### config.mk
export PLATFORM = sky130hd
export DESIGN_NAME = serial_adder
export DESIGN_NICKNAME = d
export VERILOG_FILES = /design/src/rtl/serial_adder_pkg.sv /design/src/rtl/digit_adder.sv /design/src/rtl/serial_adder.sv
export SDC_FILE = /design/constraint.sdc
export NUM_CORES = 1
export LEC_CHECK = 0
export CAP_MARGIN = 15
export CORE_UTILIZATION = 45
export DETAILED_ROUTE_END_ITERATION = 8
export PLACE_DENSITY_LB_ADDON = 0.3
export RECOVER_POWER = 50
export SLEW_MARGIN = 20
export SYNTH_ARGS = -nofsm -noshare
export SYNTH_HDL_FRONTEND = slang
export SYNTH_SLANG_ARGS = --single-unit
### constraint.sdc
create_clock -name clk -period 1.6 [get_ports clk]
set_input_delay 0.24 -clock clk [delete_from_list [all_inputs] [get_ports clk]]
set_output_delay 0.24 -clock clk [all_outputs]
set_load 0.02 [all_outputs]
### src/rtl/serial_adder_pkg.sv
// Shared definitions for the serial adder: FSM state encoding and a
// constant-evaluable log2 helper used to size the digit counter.
package serial_adder_pkg;

   localparam logic [1:0] IDLE = 2'd0;
   localparam logic [1:0] RUN  = 2'd1;
   localparam logic [1:0] DONE = 2'd2;

   function automatic int clog2(input int n);
      int r;
      int v;
      r = 0;
      v = n - 1;
      while (v > 0) begin
         r = r + 1;
         v = v >> 1;
      end
      return r;
   endfunction

endpackage

### src/rtl/digit_adder.sv
// Combinational ripple of DIGIT full-adder cells; one digit of the serial adder.
module digit_adder #(
   parameter int DIGIT = 2
) (
   input  logic [DIGIT-1:0] a,
   input  logic [DIGIT-1:0] b,
   input  logic             ci,
   output logic [DIGIT-1:0] s,
   output logic             co
);

   logic c;

   always_comb begin
      c = ci;
      s = '0;
      for (int i = 0; i < DIGIT; i++) begin
         s[i] = a[i] ^ b[i] ^ c;
         c    = (a[i] & b[i]) | (c & (a[i] ^ b[i]));
      end
      co = c;
   end

endmodule

### src/rtl/serial_adder.sv
// Multi-cycle WIDTH-bit adder, DIGIT bits per clock, start/done handshake.
// Optional subtract mode (Sub port) enabled by defining SERIAL_ADDER_SUB_EN.
module serial_adder
   import serial_adder_pkg::*;
#(
   parameter int WIDTH = 8,
   parameter int DIGIT = 2
) (
   input  logic             clk,
   input  logic             rst_n,
   input  logic             start,
   input  logic [WIDTH-1:0] A,
   input  logic [WIDTH-1:0] B,
   input  logic             Cin,
`ifdef SERIAL_ADDER_SUB_EN
   input  logic             Sub,
`endif
   output logic             busy,
   output logic             done,
   output logic [WIDTH-1:0] Sum,
   output logic             Cout
);

   localparam int NDIG = WIDTH / DIGIT;
   localparam int CW   = (clog2(NDIG) < 1) ? 1 : clog2(NDIG);
   localparam logic [CW-1:0] LAST = CW'(NDIG - 1);

   generate
      if (DIGIT < 1 || (WIDTH % DIGIT) != 0) begin : g_bad_cfg
         $error("serial_adder: WIDTH must be a non-zero multiple of DIGIT");
      end
   endgenerate

   logic [1:0]       state;
   logic [CW-1:0]    cnt;
   logic             carry;
   logic [WIDTH-1:0] a_sh;
   logic [WIDTH-1:0] b_sh;
   logic [WIDTH-1:0] acc_nxt;
   logic [DIGIT-1:0] ds;
   logic             dc;
   logic             accept;
   logic             last;
   logic             sub_sel;

`ifdef SERIAL_ADDER_SUB_EN
   assign sub_sel = Sub;
`else
   assign sub_sel = 1'b0;
`endif

   assign accept = start && (state == IDLE || state == DONE);
   assign last   = (state == RUN) && (cnt == LAST);
   assign busy   = (state == RUN);
   assign done   = (state == DONE);

   digit_adder #(.DIGIT(DIGIT)) u_digit (
      .a  (a_sh[DIGIT-1:0]),
      .b  (b_sh[DIGIT-1:0]),
      .ci (carry),
      .s  (ds),
      .co (dc)
   );

   // Partial sums enter from the MSB side so the final digit lands in place.
   generate
      if (NDIG == 1) begin : g_single
         assign acc_nxt = ds;
      end else begin : g_multi
         logic [WIDTH-DIGIT-1:0] acc;
         assign acc_nxt = {ds, acc};
         always_ff @(posedge clk) begin
            if (state == RUN)
               acc <= acc_nxt[WIDTH-1:DIGIT];
         end
      end
   endgenerate

   always_ff @(posedge clk or negedge rst_n) begin
      if (!rst_n) begin
         state <= IDLE;
         cnt   <= '0;
         carry <= 1'b0;
         Sum   <= '0;
         Cout  <= 1'b0;
      end else if (accept) begin
         state <= RUN;
         cnt   <= '0;
         carry <= sub_sel ? 1'b1 : Cin;
      end else begin
         case (state)
            RUN: begin
               carry <= dc;
               cnt   <= cnt + 1'b1;
               if (last) begin
                  state <= DONE;
                  Sum   <= acc_nxt;
                  Cout  <= dc;
               end
            end
            default: state <= IDLE;
         endcase
      end
   end

   // Subtraction is A + ~B + 1: invert B at load, carry-in forced to 1 above.
   always_ff @(posedge clk) begin
      if (accept) begin
         a_sh <= A;
         b_sh <= sub_sel ? ~B : B;
      end else if (state == RUN) begin
         a_sh <= a_sh >> DIGIT;
         b_sh <= b_sh >> DIGIT;
      end
   end

endmodule
==> run metrics, run 1 <==
outcome finished clean; XOR/XNOR Fraction of Synth Area 0.00568; max-cap viol count 0; largest family of logic cells by synthesized area simple AND/OR/NAND/NOR gates; total global routing overflow 0; PortBufs 30; Clock Skews 9.14 ps; post-CTS setup buffers 0; share of the synthesized area in the top cell type 0.428; RSZ-0062 raised after global routing yes; leakage power 0.864 nW; Min-Delay Path Depth 0; Fillers 310; detailed placement HPWL 1930 um; Storage cell area 0.00101 mm2; Final Max Tran Viols 0; NumNets Final 189; worst hold path type flip-flop to flip-flop; Worst-Margin Slew 755 ps; Post-DRT Antenna Nets 0; largest net degree at the start of global routing 17; fmax 0.638 GHz; commonest non-fill, non-tap cells in the layout 41 x nand2_1, 22 x edfxtp_1, 20 x clkdlybuf4s50_1; sequential fraction of the synthesis area 0.655; I/O pin cnt 31; Clock transition at path regs 110 ps; setup violators final 0; H-tree depth 2; vias 999; die width 60.6 um; Tcrit/Tclk final 0.979; Synth Area in Compound Gates 0.0308; Synth cell types 22; DRT Pass-1 Iters 4; Initial Utilization 0.489; met3 GRT Util 0.0640; Synth Area in Simple Gates 0.172; Worst Setup Path Type flip-flop to flip-flop; CP endpoint kind flip-flop; Inserted Clock Buffers 5; Detailed Route WL 2590 um; remaining routing DRC violations 0; post-synthesis mux area share 0.0584; hold-fix buffers at CTS 0; mapped cell area 0.00154 mm2; min-delay src g_multi.acc[3]; core region area 0.00315 mm2; CTS tree done; FF-to-FF Start b_sh[0]; clock buffer depth 2; Hold EP g_multi.acc[1]; worst skew pair latency 340 ps; WL/cell 12.3 um; maximum fanout along the worst path 2; yosys warns 0; reg-to-reg slack, setup 30 ps; Worst Path Arrival 1680 ps; Die Height 60.6 um; diode count 0; CTS Root Cell clkbuf_4; Fin Hold WS 459 ps; Critical Path Start Type flip-flop; pwr dens 1970 mW/mm2; Peak supply drop 1.22 mV; slew margin rel. 0.497; Final GP Congestion 0.726; r2r endpoint g_multi.acc[5]; total die area 0.00367 mm2; initial DRC count 26; share of post-route cells with drive strength above 1 0.162; syn nets 147; minimum clock period 1570 ps; commonest non-fill, non-tap cell in the layout nand2_1; met1 GRT Util 0.185; area of the multi-input gates 464 um2; first-pass GRT wire length 4420 um; R2R cell count 4; Final Power 3.82 mW; dominant cell type by area after synthesis edfxtp_1; DR vias/cell 4.73; Layout area overhead 25.3%; Mapped Cells 124; Std-Cell Rows 20; adder-cell share of the synthesized area 0.0341; Final Hold Vio Count 0; Yosys reg bits 36; Avg Synthesized Cell Area 12.4 um2; GRT Max-Usage Layer met2; Sink Count 36; met2 Use GR 0.305; vias in the first global route 1034; fin util 0.613; ranking of synthesized cells by area edfxtp_1 43%, dfrtp_1 23%, nand2_1 10%; Total GRT Usage 0.173; Worst EP required 1710 ps; antenna violations before repair 0
timing repair:
item                                    in CTS  in global routing
endpoints found under the setup margin       3                 11
pin swaps                                    1                  3
gates resized for setup                      3                 12
worst max path at each step:
stage	startpoint	end	cells after the start	slack (ps)
6_report	b_sh[0]	g_multi.acc[5]	4	30
5_1_grt	b_sh[0]	g_multi.acc[5]	4	-4
4_1_cts	carry	g_multi.acc[5]	4	3
3_5_place_dp	carry	g_multi.acc[5]	4	-10
3_3_place_gp	carry	g_multi.acc[5]	4	20
2_1_floorplan	carry	g_multi.acc[5]	4	10
cells in the mapped netlist, drive strengths merged:
master / number
xnor2: 1
a211oi: 1
and2: 4
inv: 9
nand2b: 4
nor2: 1
ha: 1
dfrtp: 14
nand3b: 1
o21ai: 6
fa: 2
a21oi: 2
edfxtp: 22
mux2: 7
nand2: 42
buf: 4
nor2b: 3
sequential cells by signal, summed over array words and instances, names as in the netlist:
register	flops
b_sh	8
state	2
Sum	8
g_multi.acc	6
cnt	2
a_sh	8
Cout	1
carry	1
area by class of cell:
type | count | area share
sequential | 36 | 0.523
multi-input combinational | 75 | 0.240
timing repair buffer | 39 | 0.165
tap | 44 | 0.0285
clock buffer | 7 | 0.0233
inverter | 9 | 0.0175
clock inverter | 1 | 0.00259
per-stage QoR:
stage | cell area (um2) | setup TNS, ps | worst slack [ps] | std cells
floorplan | 1550 | 0 | 15.0 | 124
global placement | 1950 | 0 | 15.0 | 203
detailed placement | 1950 | -14.3 | -14.3 | 203
CTS | 2000 | 0 | 2.70 | 211
global route | 1930 | -3.60 | -3.60 | 211
finish | 1930 | 0 | 33.8 | 211
critical path, stage by stage (launching register included):
cell	delay (ps)
edfxtp_1	350
inv_2	40
fa_2	380
fa_2	540
inv_2	30
power by group:
group | leakage, nW | internal (mW) | switching, mW
registers | 0.396 | 1.62 | 0.198
clock network | 0.0293 | 0.171 | 0.289
logic | 0.439 | 0.678 | 0.858
metal layers:
metal	share of wire	vias to the layer above
li1	-	488
met1	0.40	472
met2	0.52	30
met3	0.060	9
met4	0.021	0
met5	0	-
logic make-up (layout without fill, tap and decap cells):
| kind of cell | count (synthesis) | in the layout |
|---|---|---|
| AO/OA/AOI/OAI | 9 | 9 |
| XOR/XNOR | 1 | 1 |
| adder cells (fa/ha/maj) | 3 | 3 |
| buffers and inverters | 13 | 56 |
| flip-flops | 36 | 36 |
| multiplexers | 7 | 7 |
| AND/OR/NAND/NOR | 55 | 55 |
Note: power is estimated with default switching activity, not from simulation.
==> run 2, diff against run 1 <==
CORE_UTILIZATION = 30   (was 45)
CTS_BUF_LIST = sky130_fd_sc_hd__clkbuf_16   (was not set)
PLACE_DENSITY_LB_ADDON = 0.05   (was 0.3)
==> run metrics, run 2 (synthesized netlist as in run 1, its figures left out) <==
slew margin rel. 0.479 (-0.0184); RSZ-0062 raised after global routing no; diode count 0 (unchanged); largest net degree at the start of global routing 17 (unchanged); total global routing overflow 0 (unchanged); Worst-Margin Slew 782 ps (+27.6 ps); clock buffer depth 2 (unchanged); Fillers 463 (+49%); fmax 0.651 GHz (+2.0%); commonest non-fill, non-tap cell in the layout nand2_1; outcome finished clean; Setup TNS 0 ps (unchanged); design area 0.00211 mm2 (+9.3%); Detailed Route WL 2570 um (-0.58%); Layout area overhead 37.0%; Final Hold Vio Count 0 (unchanged); Post-DRT Antenna Nets 0 (unchanged); setup violators final 0 (unchanged); initial DRC count 53 (+100%); DR vias/cell 4.10 (-13%); die width 73.7 um (+22%); CTS Root Cell clkbuf_16; hold-fix buffers at CTS 0 (unchanged); Final GP Congestion 0.691 (-4.9%); R2R cell count 4 (unchanged); Clock transition at path regs 50 ps (-60 ps); share of post-route cells with drive strength above 1 0.156 (-0.00599); Clock Skews 3.55 ps (-5.59 ps); Critical Path Start Type flip-flop; Min-Delay Path Depth 0 (unchanged); H-tree depth 2 (unchanged); Comb pwr share 0.357 (-0.045); dpl cells 226 (+11%); vias 960 (-3.9%); PortBufs 30 (unchanged); leakage power 0.939 nW (+8.7%); detailed placement HPWL 1890 um (-2.2%); Worst Path Arrival 1570 ps (-110 ps); core region area 0.00485 mm2 (+54%); Initial Utilization 0.318 (-0.171); Inserted Clock Buffers 5 (unchanged); P_int 3.10 mW (+25%); WL/cell 11.0 um (-10%); max-cap viol count 0 (unchanged); Switching Share 0.304 (-0.0480); pwr dens 2110 mW/mm2 (+6.9%); Cell Area, Placed 0.00198 mm2 (+1.5%); final cell count without fillers 234 (+11%); Worst Setup Path Type flip-flop to flip-flop; remaining routing DRC violations 0 (unchanged); CP endpoint kind flip-flop; biggest regs Sum: 8 flops, a_sh: 8 flops, b_sh: 8 flops; Tcrit/Tclk final 0.959 (-0.0194); Peak supply drop 0.736 mV (-39%); Worst EP required 1630 ps (-80 ps); share of power burned in registers 0.406 (-0.071); antenna violations before repair 0 (unchanged); Final Max Tran Viols 0 (unchanged); first-pass GRT wire length 4280 um (-3.1%); vias in the first global route 958 (-7.4%); CTS tree done; Std-Cell Rows 25 (+25%); Sw Pwr 1.36 mW (+0.93%); maximum fanout along the worst path 2 (unchanged); NumNets Final 189 (unchanged); Sink Count 36 (unchanged); DRT Pass-1 Iters 4 (unchanged); worst skew pair latency 270 ps (-70 ps); I/O pin cnt 31 (unchanged); minimum clock period 1540 ps (-31.0 ps); worst hold path type flip-flop to flip-flop; Clk pwr share 0.237 (+0.116); commonest non-fill, non-tap cells in the layout 41 x nand2_1, 27 x clkdlybuf4s50_1, 22 x edfxtp_1; total die area 0.00543 mm2 (+48%); Die Height 73.7 um (+22%); Total GRT Usage 0.111 (-0.0617)
-- run 2: cell count changes in the layout (fill, tap and decap cells not counted), moves of 2 or more --
cell	before	now
clkbuf_1	12	2
clkbuf_16	0	5
clkbuf_4	5	0
clkdlybuf4s50_1	20	27
clkinv_1	0	2
-- run 2: timing repair --
| action | 4_1_cts | 5_1_grt |
|---|---|---|
| resized for setup | 3 | 1 |
| endpoints found under the setup margin | 3 | 2 |
| setup buffers | 0 | 0 |
| pin swaps | 1 | 3 |
-- run 2: final cells by class --
type / instances / area [um2] / share of cell area
Tap cell: 67 / 83.8 / 0.0397
Sequential cell: 36 / 1010 / 0.478
Timing Repair Buffer: 39 / 353 / 0.167
Clock buffer: 5 / 125 / 0.0592
Multi-Input combinational cell: 75 / 469 / 0.222
Inverter: 9 / 33.8 / 0.0160
Clock inverter: 3 / 37.5 / 0.0178
-- run 2: path summary, 6_finish.rpt --
kind / start / end / slack [ps]
max in group asynchronous: rst_n / Sum[4] / 560
setup reg to reg: b_sh[0] / g_multi.acc[5] / 60
min in group asynchronous: rst_n / state[0] / 550
hold reg to reg: g_multi.acc[2] / g_multi.acc[0] / 440
hold / removal: g_multi.acc[2] / g_multi.acc[0] / 440
setup / recovery: b_sh[0] / g_multi.acc[5] / 60
-- run 2: power groups by stage --
stage	sequential (mW)	clock, mW	combinational, mW
after detailed placement	1.83	0	1.72
after CTS	1.81	1.10	1.73
final	1.81	1.06	1.59
after global routing	1.87	1.13	1.79
after floorplan	1.94	0	0.905
after global placement	1.81	0	1.68
-- run 2: layer usage --
layer  wire length (um)  vias up  GRT usage
met1               1080      441      0.119
met4                 45        0     0.0513
met3                146        5     0.0466
met5                  0        -          0
li1                   -      488          -
met2               1300       26      0.190
-- run 2: metrics by stage --
| step | setup WS, ps | hold slack [ps] | util | power [mW] |
|---|---|---|---|---|
| finish | 64.8 | 444 | 0.436 | 4.46 |
| global route | 9.65 | 463 | 0.436 | 4.79 |
| CTS | 2.11 | 275 | 0.441 | 4.64 |
| detailed placement | -7.15 | 435 | 0.407 | 3.55 |
| global placement | 6.86 | 438 | 0.407 | 3.49 |
| floorplan | 15.0 | -55.6 | - | 2.84 |
-- run 2: worst max-delay path, stage by stage, from the launching register on --
cell      delay [ps]
edfxtp_1         320
inv_1             60
fa_2             380
fa_1             500
inv_1             40
==> run 3, diff against run 2 <==
TNS_END_PERCENT = 5   (was not set)
==> run metrics, run 3 (synthesized netlist as in run 1, its figures left out) <==
leakage power 0.938 nW (-0.11%); slew margin rel. 0.483 (+0.00433); worst path buffer plus inverter count 2 (unchanged); maximum fanout along the worst path 2 (unchanged); commonest non-fill, non-tap cell in the layout nand2_1; Sw Pwr 1.36 mW (+0.33%); CP cell instances inv_2, fa_2, fa_1, inv_1; core region area 0.00485 mm2 (unchanged); r2r endpoint g_multi.acc[5]; Critical-path top delay cell fa_1; Clock Skews 3.37 ps (-0.180 ps); met2 WL 1300 um (-0.15%); fmax 0.638 GHz (-2.0%); Final GP Congestion 0.691 (unchanged); share of power burned in registers 0.406 (about the same); Switching Share 0.305 (+0.000715); worst hold path type flip-flop to flip-flop; Setup TNS 0 ps (unchanged); Total GRT Usage 0.112 (+0.000877); max-cap viol count 0 (unchanged); I/O pin cnt 31 (unchanged); Tcrit/Tclk final 0.979 (+0.0194); Fillers 464 (+0.22%); Clk pwr share 0.237 (about the same); Worst EP required 1630 ps (about the same); area of the multi-input gates 467 um2 (-0.53%); FF-to-FF Start b_sh[0]; Std-Cell Rows 25 (unchanged); CTS Root Cell clkbuf_16; clock buffer depth 2 (unchanged); top sig layer met4; Worst Path Arrival 1600 ps (+30 ps); vias 966 (+0.63%); Setup WS post-layout 33.8 ps (-31.0 ps); Worst Setup Path Type flip-flop to flip-flop; first-pass GRT wire length 4330 um (+0.98%); min-delay src g_multi.acc[2]; diode count 0 (unchanged); largest net degree at the start of global routing 17 (unchanged); Final Max Tran Viols 0 (unchanged); Hold EP g_multi.acc[0]; WL/cell 11.0 um (+0.31%); Worst-Margin Slew 776 ps (-6.49 ps); total global routing overflow 0 (unchanged); Storage cell area 0.00101 mm2 (unchanged); M1 WL 1080 um (+0.28%); worst skew pair latency 270 ps (about the same); Critical Path Start Type flip-flop; RSZ-0062 raised after global routing yes; minimum clock period 1570 ps (+31.0 ps); Clock transition at path regs 50 ps (about the same); detailed placement HPWL 1890 um (unchanged); Initial Utilization 0.318 (unchanged); Comb pwr share 0.357 (about the same); DRT Pass-1 Iters 4 (unchanged); antenna violations before repair 0 (unchanged); Inserted Clock Buffers 5 (unchanged); CP endpoint kind flip-flop; die width 73.7 um (unchanged); Detailed Route WL 2580 um (+0.31%); R2R cell count 4 (unchanged); outcome finished clean; design area 0.00211 mm2 (-0.12%); biggest regs Sum: 8 flops, a_sh: 8 flops, b_sh: 8 flops; NumNets Final 189 (unchanged); Sink Count 36 (unchanged); P_int 3.10 mW (about the same); met3 wire len 151 um (+3.4%); PortBufs 30 (unchanged); share of post-route cells with drive strength above 1 0.156 (unchanged); Peak supply drop 0.738 mV (+0.27%); CTS tree done; vias in the first global route 961 (+0.31%); commonest non-fill, non-tap cells in the layout 42 x nand2_1, 27 x clkdlybuf4s50_1, 22 x edfxtp_1; Placement Setup Slack -7.15 ps (unchanged); Min-Delay Path Depth 0 (unchanged); Post-DRT Antenna Nets 0 (unchanged); DR vias/cell 4.13 (+0.63%); post-CTS setup buffers 0 (unchanged); H-tree depth 2 (unchanged); Crit path max-delay family adder cells; fin util 0.435 (-0.000516); total die area 0.00543 mm2 (unchanged); remaining routing DRC violations 0 (unchanged); Layout area overhead 36.8%; setup violators final 0 (unchanged); pwr dens 2110 mW/mm2 (+0.21%); Final Hold Vio Count 0 (unchanged); Crit. path cell count 4 (unchanged); worst stage delay on the critical path 530 ps (+30 ps); Die Height 73.7 um (unchanged); Cell Area, Placed 0.00198 mm2 (unchanged); hold-fix buffers at CTS 0 (unchanged); initial DRC count 53 (unchanged); reg-to-reg slack, setup 30 ps (-30 ps)
## run 3: cell counts in the layout (fill, tap and decap cells not counted)
Identical to the previous run, type by type.
## run 3: per-layer routing
layer,global-route usage,vias to the layer above
li1,-,487
met5,0,-
met4,0.0513,0
met2,0.190,28
met1,0.122,445
met3,0.0466,6
## run 3: worst register-to-register path: cells and delay by family, from the launching register on
| kind | cells | cell delay [ps] |
|---|---|---|
| adder cells (fa/ha/maj) | 2 | 910 |
| flip-flops | 1 | 340 |
| buffers and inverters | 2 | 80 |
## run 3: worst max-delay path by stage
stage | slack [ps] | startpoint | endpoint
3_3_place_gp | 7 | carry | g_multi.acc[5]
5_1_grt | -20 | b_sh[0] | g_multi.acc[5]
2_1_floorplan | 10 | carry | g_multi.acc[5]
3_5_place_dp | -7 | carry | g_multi.acc[5]
4_1_cts | -20 | carry | g_multi.acc[5]
6_report | 30 | b_sh[0] | g_multi.acc[5]
## run 3: repair_timing
item,4_1_cts,5_1_grt
gates resized for setup,2,3
endpoints found under the hold margin,0,0
pin swaps,0,3
endpoints found under the setup margin,3,3
## run 3: final cells by class
type                       count  area share
clock buffer                   5      0.0593
clock inverter                 3      0.0178
inverter                       9      0.0160
multi-input combinational     75       0.221
sequential                    36       0.479
tap                           67      0.0397
timing repair buffer          39       0.167
## run 3: power by group through the flow
stage / registers (mW) / logic [mW] / clock network [mW]
6_report: 1.81 / 1.59 / 1.06
4_1_cts: 1.81 / 1.71 / 1.10
3_5_place_dp: 1.83 / 1.72 / 0
2_1_floorplan: 1.94 / 0.905 / 0
3_3_place_gp: 1.81 / 1.68 / 0
5_1_grt: 1.87 / 1.79 / 1.13
## run 3: metrics by stage
step                      std cells  power, mW  hold WS (ps)
after global placement          226       3.49           438
after detailed placement        226       3.55           435
after global routing            234       4.79           463
after CTS                       234       4.62           275
after floorplan                 124       2.84         -55.6
final                           234       4.46           446
